## config.mk

```make
export PLATFORM = sky130hd
export DESIGN_NAME = glb_bank_arbiter
export DESIGN_NICKNAME = d
export VERILOG_FILES = /design/src/rtl/global_buffer_param.sv /design/src/rtl/global_buffer_pkg.sv /design/src/rtl/glb_rr_arbiter.sv /design/src/rtl/glb_bank_arbiter.sv
export SDC_FILE = /design/constraint.sdc
export NUM_CORES = 1
export LEC_CHECK = 0
export ABC_CLOCK_PERIOD_IN_PS = 3250
export CORE_AREA = 2 2 305 307
export CTS_CLUSTER_DIAMETER = 50
export CTS_CLUSTER_SIZE = 8
export DETAILED_ROUTE_END_ITERATION = 16
export DIE_AREA = 0 0 307 309
export DONT_BUFFER_PORTS = 1
export GPL_TIMING_DRIVEN = 0
export PLACE_DENSITY = 0.3
export SLEW_MARGIN = 20
export SYNTH_ARGS = -nofsm -noshare
export SYNTH_HDL_FRONTEND = slang
export SYNTH_HIERARCHICAL = 1
export SYNTH_SLANG_ARGS = --single-unit
```

## constraint.sdc

```tcl
create_clock -name clk -period 3.25 [get_ports clk]
set_clock_uncertainty 0.2 [all_clocks]
set_input_delay 0.4875 -clock clk [delete_from_list [all_inputs] [get_ports clk]]
set_output_delay 0.4875 -clock clk [all_outputs]
set_load 0.05 [all_outputs]
```

## src/rtl/global_buffer_param.sv

```systemverilog
// Global buffer bank geometry shared by every bank-side block.
package global_buffer_param;

    localparam int BANK_ADDR_WIDTH = 16;
    localparam int BANK_DATA_WIDTH = 64;

endpackage

```

## src/rtl/global_buffer_pkg.sv

```systemverilog
// Global buffer requester identities and bank read timing defaults.
package global_buffer_pkg;

    typedef enum logic [1:0] {
        REQ_PROC = 2'd0,
        REQ_STRM = 2'd1,
        REQ_PCFG = 2'd2
    } glb_req_id_e;

    localparam int GLB_RD_LATENCY = 3;

endpackage

```

## src/rtl/glb_rr_arbiter.sv

```systemverilog
// Round-robin pick: one-hot grant to the first set request at or after ptr.
module glb_rr_arbiter #(
    parameter int NUM_REQ = 3,
    parameter int PTR_W   = (NUM_REQ > 1) ? $clog2(NUM_REQ) : 1
) (
    input  logic [NUM_REQ-1:0] req,
    input  logic [PTR_W-1:0]   ptr,
    output logic [NUM_REQ-1:0] grant
);

    localparam int unsigned N = NUM_REQ;

    logic        found;
    int unsigned p;

    assign p = 32'(ptr);

    always_comb begin
        grant = '0;
        found = 1'b0;
        for (int unsigned k = 0; k < N; k++) begin
            for (int unsigned i = 0; i < N; i++) begin
                if (!found && req[i] && (i == (p + k) % N)) begin
                    grant[i] = 1'b1;
                    found    = 1'b1;
                end
            end
        end
    end

endmodule

```

## src/rtl/glb_bank_arbiter.sv

```systemverilog
// Packet-side bank arbiter: round-robin write/read grant to the bank and
// in-order routing of bank read responses back to the issuing requester.
module glb_bank_arbiter
    import global_buffer_param::*;
    import global_buffer_pkg::*;
#(
    parameter int NUM_REQ    = int'(REQ_PCFG) + 1,
    parameter int RD_LATENCY = GLB_RD_LATENCY
) (
    input  logic                                      clk,
    input  logic                                      reset,
    input  logic [NUM_REQ-1:0]                        req_wr_en,
    input  logic [NUM_REQ-1:0][BANK_ADDR_WIDTH-1:0]   req_wr_addr,
    input  logic [NUM_REQ-1:0][BANK_DATA_WIDTH-1:0]   req_wr_data,
    input  logic [NUM_REQ-1:0][BANK_DATA_WIDTH-1:0]   req_wr_data_bit_sel,
    input  logic [NUM_REQ-1:0]                        req_rd_en,
    input  logic [NUM_REQ-1:0][BANK_ADDR_WIDTH-1:0]   req_rd_addr,
    output logic [NUM_REQ-1:0]                        req_ack,
    output logic [BANK_DATA_WIDTH-1:0]                req_rd_data,
    output logic [NUM_REQ-1:0]                        req_rd_data_valid,
    input  logic                                      cfg_busy,
    output logic                                      packet_wr_en,
    output logic [BANK_ADDR_WIDTH-1:0]                packet_wr_addr,
    output logic [BANK_DATA_WIDTH-1:0]                packet_wr_data,
    output logic [BANK_DATA_WIDTH-1:0]                packet_wr_data_bit_sel,
    output logic                                      packet_rd_en,
    output logic [BANK_ADDR_WIDTH-1:0]                packet_rd_addr,
    input  logic [BANK_DATA_WIDTH-1:0]                packet_rd_data,
    input  logic                                      packet_rd_data_valid,
    output logic                                      err_unexpected_rd
);

    localparam int          PTR_W = (NUM_REQ > 1) ? $clog2(NUM_REQ) : 1;
    localparam int unsigned N     = NUM_REQ;
    localparam int unsigned LAT   = RD_LATENCY;

    typedef struct packed {
        logic             valid;
        logic [PTR_W-1:0] id;
    } tag_t;

    logic [PTR_W-1:0]           rr_ptr;
    logic [PTR_W-1:0]           gid;
    logic [NUM_REQ-1:0]         active;
    logic [NUM_REQ-1:0]         grant;
    tag_t                       tag_q [LAT];
    tag_t                       tail;
    logic                       rsp_hit;
    logic [BANK_DATA_WIDTH-1:0] rd_data_q;
    logic                       err_q;

    assign active = (req_wr_en | req_rd_en) & {NUM_REQ{~cfg_busy}};

    glb_rr_arbiter #(
        .NUM_REQ (NUM_REQ),
        .PTR_W   (PTR_W)
    ) u_rr (
        .req   (active),
        .ptr   (rr_ptr),
        .grant (grant)
    );

    assign req_ack = grant;

    // A granted requester with both enables set issues its write; the read
    // stays asserted and competes again on a later round.
    always_comb begin
        gid                    = '0;
        packet_wr_en           = 1'b0;
        packet_wr_addr         = '0;
        packet_wr_data         = '0;
        packet_wr_data_bit_sel = '0;
        packet_rd_en           = 1'b0;
        packet_rd_addr         = '0;
        for (int unsigned i = 0; i < N; i++) begin
            if (grant[i]) begin
                gid = PTR_W'(i);
                if (req_wr_en[i]) begin
                    packet_wr_en           = 1'b1;
                    packet_wr_addr         = req_wr_addr[i];
                    packet_wr_data         = req_wr_data[i];
                    packet_wr_data_bit_sel = req_wr_data_bit_sel[i];
                end else begin
                    packet_rd_en   = 1'b1;
                    packet_rd_addr = req_rd_addr[i];
                end
            end
        end
    end

    assign tail    = tag_q[LAT-1];
    assign rsp_hit = packet_rd_data_valid & tail.valid;

    always_comb begin
        req_rd_data_valid = '0;
        for (int unsigned i = 0; i < N; i++) begin
            req_rd_data_valid[i] = rsp_hit && (tail.id == PTR_W'(i));
        end
    end

    assign req_rd_data       = rsp_hit ? packet_rd_data : rd_data_q;
    assign err_unexpected_rd = err_q;

    always_ff @(posedge clk or negedge reset) begin
        if (!reset) begin
            rr_ptr    <= '0;
            rd_data_q <= '0;
            err_q     <= 1'b0;
            for (int unsigned i = 0; i < LAT; i++) begin
                tag_q[i] <= '0;
            end
        end else begin
            if (|grant) begin
                rr_ptr <= (gid == PTR_W'(NUM_REQ - 1)) ? '0 : gid + 1'b1;
            end
            tag_q[0] <= '{valid: packet_rd_en, id: (packet_rd_en ? gid : '0)};
            for (int unsigned i = 1; i < LAT; i++) begin
                tag_q[i] <= tag_q[i-1];
            end
            if (rsp_hit) begin
                rd_data_q <= packet_rd_data;
            end
            // Any disagreement between the tag tail and the bank strobe is a lost or stray response.
            if (packet_rd_data_valid != tail.valid) begin
                err_q <= 1'b1;
            end
        end
    end

endmodule

```

==> flow_metrics.py <==
metrics = {
    "grt": {
        "overflow": 0,
        "grt_max_degree": 77,
        "grt_pass1_wl_mm": 68.9,
        "track_usage_pct": 10.3,
        "antenna_found_initial": 13,
        "grt_pass1_vias": 8568,
    },
    "drt": {
        "drt_first_pass_iters": 5,
        "first_iter_violations": 629,
        "drc": 0,
        "viasPerCell": 3.66,
        "wl_per_cell_um": 24.7,
        "drtAntennaViolNets": 0,
        "vias": 7962,
        "postRouteWirelength_mm": 53.8,
    },
    "layout": {
        "nets": 1539,
        "design_area_mm2": 0.0126,
        "area_growth_pct": 95.7,
        "drive_gt1_share_pct": 52.3,
    },
    "yosys": {
        "synth_edf_count": 0,
        "ys_ff_latch": 76,
        "synth-main-ff-cell": "dfrtp_1",
        "avgSynthCellArea_um2": 6.97,
        "synthCells": 923,
        "async_flop_share_pct": 100,
        "ys_warn_count": 6,
        "yosysSeqAreaShare_pct": 29.6,
        "synth_area_mm2": 0.00643,
        "syn_nets": 1480,
        "ys_types": 28,
    },
    "clock_network": {
        "clock_latency_ns": 0.34,
        "clock_sinks": 76,
        "cts.clk_slew.worst_paths_ns": 0.06,
        "cts_tree": "built",
        "cts_made_buffers": 9,
        "cts_root_buf": "clkbuf_16",
        "clock_path_buffers": 2,
        "cts-htree-levels": 3,
    },
    "die": {
        "core-area_mm2": 0.0914,
        "die_w_um": 307,
        "die_h_um": 309,
        "num_rows": 111,
        "ios": 787,
        "die-area_mm2": 0.0949,
        "start_util_pct": 7.04,
    },
    "worst_hold_path": {
        "min_to": "tag_q[7]",
        "min_path_type": "input pin to flop",
        "min_from": "req_wr_en[2]",
        "hold_path_depth": 1,
    },
    "setup_path": {
        "worst-setup-path-type": "flop to primary output",
        "r2r_end": "tag_q[8]",
        "crit_required_ns": 2.56,
        "crit_start": "rr_ptr[1]",
        "startpoint_type": "flop",
        "rr_startpoint": "rr_ptr[1]",
        "arrival_ns": 3.46,
        "reg2reg_slack_ns": 0.41,
        "critPathCaptureType": "primary output",
        "crit_fanout": 8,
        "rr_worst_depth": 8,
    },
    "place": {
        "gp_congestion": 0.909,
        "dpl.hpwl_mm": 43.4,
        "placed_area_mm2": 0.00970,
        "post-place-ws_ns": -1.71,
        "io_buffers": 0,
    },
    "sta": {
        "rsz0062_at_grt": "true",
        "fin_ws_ns": -0.894,
        "worst_pin_slew_ns": 1.15,
        "period_share_pct": 128,
        "max_freq_mhz": 241,
        "tns_ns": -125.83,
        "finalCriticalPeriod_ns": 4.14,
        "hold_viol": 0,
        "hold_ws_ns": 0.0490,
        "setup_violations": 162,
        "report.final.slew_viol_count": 0,
        "slew_headroom_pct": 23.3,
    },
    "pwr": {
        "pwr_density_cell_mw_per_mm2": 1010,
        "internal_power_mw": 4.59,
        "p_clk_share_pct": 7.9,
        "pwr-share-seq_pct": 11.9,
        "comb_power_share_pct": 80.2,
        "power_switching_mw": 8.16,
        "switching_share_pct": 64.0,
        "vdd_drop_max_mv": 0.286,
        "p_total_mw": 12.8,
        "power.leakage_nw": 4.18,
    },
    "flow_run": {
        "cap_violations": 0,
    },
    "run_status": {
        "run_status": "finished with violations",
        "violations": "negative setup slack",
    },
}
what timing repair did:
| item | 4_1_cts | 5_1_grt |
|---|---|---|
| endpoints found under the setup margin | 163 | 162 |
| pin swaps | 190 | 97 |
| hold endpoints to repair | 76 | 0 |
| buffers inserted | 32 | 6 |
| hold buffers | 2 | 0 |
| cloned | 8 | 3 |
| gates resized for setup | 355 | 82 |
power by group through the flow:
stage,Sequential (mW),Clock [mW],Combinational (mW)
floorplan,1.49,0,7.58
global placement,1.52,0,8.84
detailed placement,1.54,0,8.89
CTS,1.52,1.06,10.1
global route,1.56,1.08,10.6
finish,1.51,1.01,10.2
final cells by class:
class | count | area (µm²)
Clock buffer | 10 | 239
Timing Repair Buffer | 50 | 823
Sequential cell | 76 | 1900
Clock inverter | 4 | 51.3
Antenna cell | 7 | 17.5
Buffer | 94 | 771
Inverter | 3 | 11.3
Fill cell | 10400 | 78800
Tap cell | 1186 | 1480
Multi-Input combinational cell | 748 | 7290
logic make-up after synthesis:
logic type | count (synthesis) | share of synthesized area, %
DFF | 76 | 29.6
AOI/OAI and AO/OA | 167 | 16.6
buffers and inverters | 99 | 8.23
and+or+nand+nor | 514 | 33.8
muxes | 64 | 11.2
adders and majority gates | 3 | 0.583
cell usage after synthesis (2+ instances only):
cell type / instances / area share, %
ha_1: 3 / 0.58
nor2_1: 172 / 10
mux2_2: 64 / 11
nor3b_1: 2 / 0.23
and2_1: 3 / 0.29
buf_2: 53 / 4.1
o21ba_1: 2 / 0.31
inv_1: 3 / 0.18
buf_4: 6 / 0.70
dfrtp_1: 76 / 30
nor2b_1: 3 / 0.29
nand3_1: 160 / 12
nand2_1: 166 / 9.7
clkbuf_1: 27 / 1.6
a31oi_1: 160 / 16
buf_6: 9 / 1.6
nand2b_1: 3 / 0.29
cells in the final DEF (no fill, tap or decap), types with 3 or more instances in the layout:
cell and instances:
buf_4 24, buf_6 20, mux2_2 64, buf_16 8, clkbuf_1 4, nand2_1 42
nor2_1 169, nand2b_1 3, clkbuf_4 11, nand2_2 35, nand3_1 160, nand2_8 8
clkbuf_16 12, dfrtp_1 76, inv_1 3, buf_12 24, diode_2 7, clkbuf_2 12
nand2_4 82, buf_2 31, a31oi_4 160, buf_8 6
layer usage:
layer / GRT usage (%) / part of all wire (%) / vias up
met5: 0 / 0.063 / -
met4: 4.21 / 3.8 / 2
met3: 2.56 / 8.0 / 93
met2: 17.5 / 49 / 539
met1: 12.3 / 39 / 3928
li1: - / - / 3400
metrics by stage:
stage	util, %	instances
after floorplan	-	923
after global placement	10.5	2109
after detailed placement	10.6	2109
after CTS	13.3	2165
after global routing	13.8	2178
final	13.8	2178
worst max-delay path by stage:
stage | depth (start not counted) | endpoint | slack, ns
2_1_floorplan | 9 | packet_wr_data[16] | -0.28
3_3_place_gp | 8 | packet_wr_data_bit_sel[39] | -2.01
3_5_place_dp | 8 | packet_wr_data_bit_sel[21] | -1.71
4_1_cts | 11 | packet_wr_data_bit_sel[21] | -0.94
5_1_grt | 10 | packet_wr_data_bit_sel[33] | -0.99
6_report | 9 | packet_wr_data[19] | -0.89
state kept, by name (all words and copies together), names as in the netlist:
| register | flops |
|---|---|
| rd_data_q | 64 |
| err_unexpected_rd | 1 |
| rr_ptr | 2 |
| tag_q | 9 |
worst max-delay path, cell delays in order, from the launching register on:
cell,delay [ns]
dfrtp_1,0.42
ha_4,0.17
and2_4,0.13
o32ai_4,0.96
and2_4,0.33
buf_12,0.18
buf_12,0.20
buf_12,0.14
nand2_2,0.08
a31oi_4,0.46
No activity file was read; power rests on OpenSTA's default activity.
==> RTL change (same flow settings) <==
`BANK_DATA_WIDTH`: 64 -> 32.
--- a/src/rtl/global_buffer_param.sv
+++ b/src/rtl/global_buffer_param.sv
@@ -2,7 +2,7 @@
 package global_buffer_param;
 
     localparam int BANK_ADDR_WIDTH = 16;
-    localparam int BANK_DATA_WIDTH = 64;
+    localparam int BANK_DATA_WIDTH = 32;
 
 endpackage
 
Ports: changed (6 resized); port bits go from 787 to 467. The function was not compared with the original's and may differ.
==> RTL change against the unedited design <==
  * The run still ends with negative setup slack left
  * Worst hold slack improved by 56 ps
  * Clock power shrank 44%
  * Worst setup slack improved by 320 ps
  * Wire length is 38% lower
  * Sequential cell count shrank 32
  * Power fell by 40%
  * Synthesized area fell by 39%
  * Cell area shrank 35%
==> RTL change: results (changes against the unedited design) <==
[outcome]
failed_checks=negative setup slack
status=finished with violations

[clock_network]
cts_buffer_depth=2  ; unchanged
cts_max_level=2  ; -1
cts_buffers=5  ; -4
path_clk_slew_ps=60  ; about the same
insertion_delay_ps=280  ; -60 ps
clockRootBuffer=clkbuf_16

[sta]
finalSetupTns_ps=-45170  ; +80660 ps
relSlewSlack_pct=32.16  ; +8.9 points
setup_viol=98  ; -40%
timing.final.ws_setup_ps=-577.6  ; +316.8 ps

[pwr]
combPwrFrac_pct=81.2  ; +1.0 points
total_power_w=0.007590  ; -40%
power_clock_w=0.000567  ; -44%
switching_share_pct=64.16  ; +0.20 points
peakVddDrop_mv=0.3578  ; +25%
p_leak_nw=2.552  ; -39%

[route]
wl_per_cell_um=18.69  ; -24%
drt_iter0_markers=184  ; -71%
vias=4827  ; -39%
firstDrtPassIters=4  ; -1

[grt]
grt_pass1_wl_um=42910  ; -38%
met3_usage_pct=1.357  ; -1.2 points
grt_max_degree=45  ; -42%
grt_use_met2_pct=11.23  ; -6.3 points
grt_util_all_layers_pct=6.578  ; -3.7 points
grt_pass1_vias=5379  ; -37%
grtUsageMet1_pct=7.476  ; -4.8 points
antenna_found_initial=8  ; -5

[placement]
placed_area_um2=6292  ; -35%
dp_hpwl_um=26830  ; -38%
pre_cts_slack_ps=-1380  ; +334.4 ps
gp_congestion=0.8923  ; -1.8%
io_buffers=0  ; unchanged

[finish]
reg_top3=rd_data_q: 32 flops, tag_q: 9 flops, rr_ptr: 2 flops
drive_above_1_share_pct=55.05  ; +2.8 points
fin_nets=926  ; -40%
fin_cells=1790  ; -18%

[hold_path]
hold_path_class=in2reg
min_from=req_wr_en[2]

[yosys]
synth.distinct_cells=27  ; -3.6%
ys_async_sr_fraction_pct=100.0  ; unchanged
yosys_warnings=6  ; unchanged
syn-num-nets=897  ; -39%
syn_inst=564  ; -39%
synthTopCellsByArea=dfrtp_1, a31oi_1, nand3_1
ys_top_cells_by_count=nor2_1, nand2_1, a31oi_1, nand3_1, dfrtp_1
ys_seq_area_share_pct=28.16  ; -1.4 points

[setup_path]
slowest_delay_ps=860  ; -100 ps
crit_family=compound AO/OA/AOI/OAI gates
path_max_fanout=10  ; +2
critPathArrivalTime_ps=3140  ; -320 ps

RTL change: changes by cell type after synthesis, moves of 32 or more:
cell	change
mux2_2	-32
nand3_1	-64
dfrtp_1	-32
a31oi_1	-64
nor2_1	-64
nand2_1	-64
RTL change: area by class of cell:
cell class / instances / area, um^2
sequential: 44 / 1101
clock buffer: 6 / 128.9
multi-input combinational: 460 / 4534
antenna: 10 / 25.02
buffer: 56 / 508.0
timing repair buffer: 23 / 377.9
clock inverter: 2 / 35.03
inverter: 3 / 11.26
fill: 10610 / 83180
tap: 1186 / 1484
RTL change: worst paths after layout:
kind	cells after the start	slack (ps)	end
setup / recovery	8	-580	packet_wr_addr[10]
hold / removal	1	100	tag_q[7]
setup reg to reg	8	520	tag_q[8]
hold reg to reg	0	150	tag_q[4]
max in group asynchronous	2	2120	rd_data_q[7]
min in group asynchronous	2	510	rd_data_q[14]
RTL change: kinds of logic after synthesis:
logic type / Yosys count / share of synthesized area (%)
AND/OR/NAND/NOR: 322 / 35.14
AO/OA/AOI/OAI: 103 / 17.12
buffers and inverters: 60 / 9.408
flip-flops: 44 / 28.16
multiplexers: 32 / 9.216
adder cells (fa/ha/maj): 3 / 0.9601
RTL change: timing repair:
action | 4_1_cts | 5_1_grt
resized for setup | 243 | 63
cloned | 4 | 2
setup endpoints to repair | 99 | 98
pin swaps | 129 | 63
buffers inserted | 13 | 5
hold buffers | 2 | 0
hold endpoints to repair | 44 | 0
RTL change: worst register-to-register path: cells and delay by family (launching register included):
family	cells	cell delay (ps)
DFF	1	410
and+or+nand+nor	4	600
AOI/OAI and AO/OA	1	860
buffers and inverters	2	280
adders and majority gates	1	290
RTL change: layer usage:
metal  vias up  wire (um)
met5         -          0
met4         0       1980
met3        66       2759
met2       401      15780
met1      2298      12940
li1       2062          -
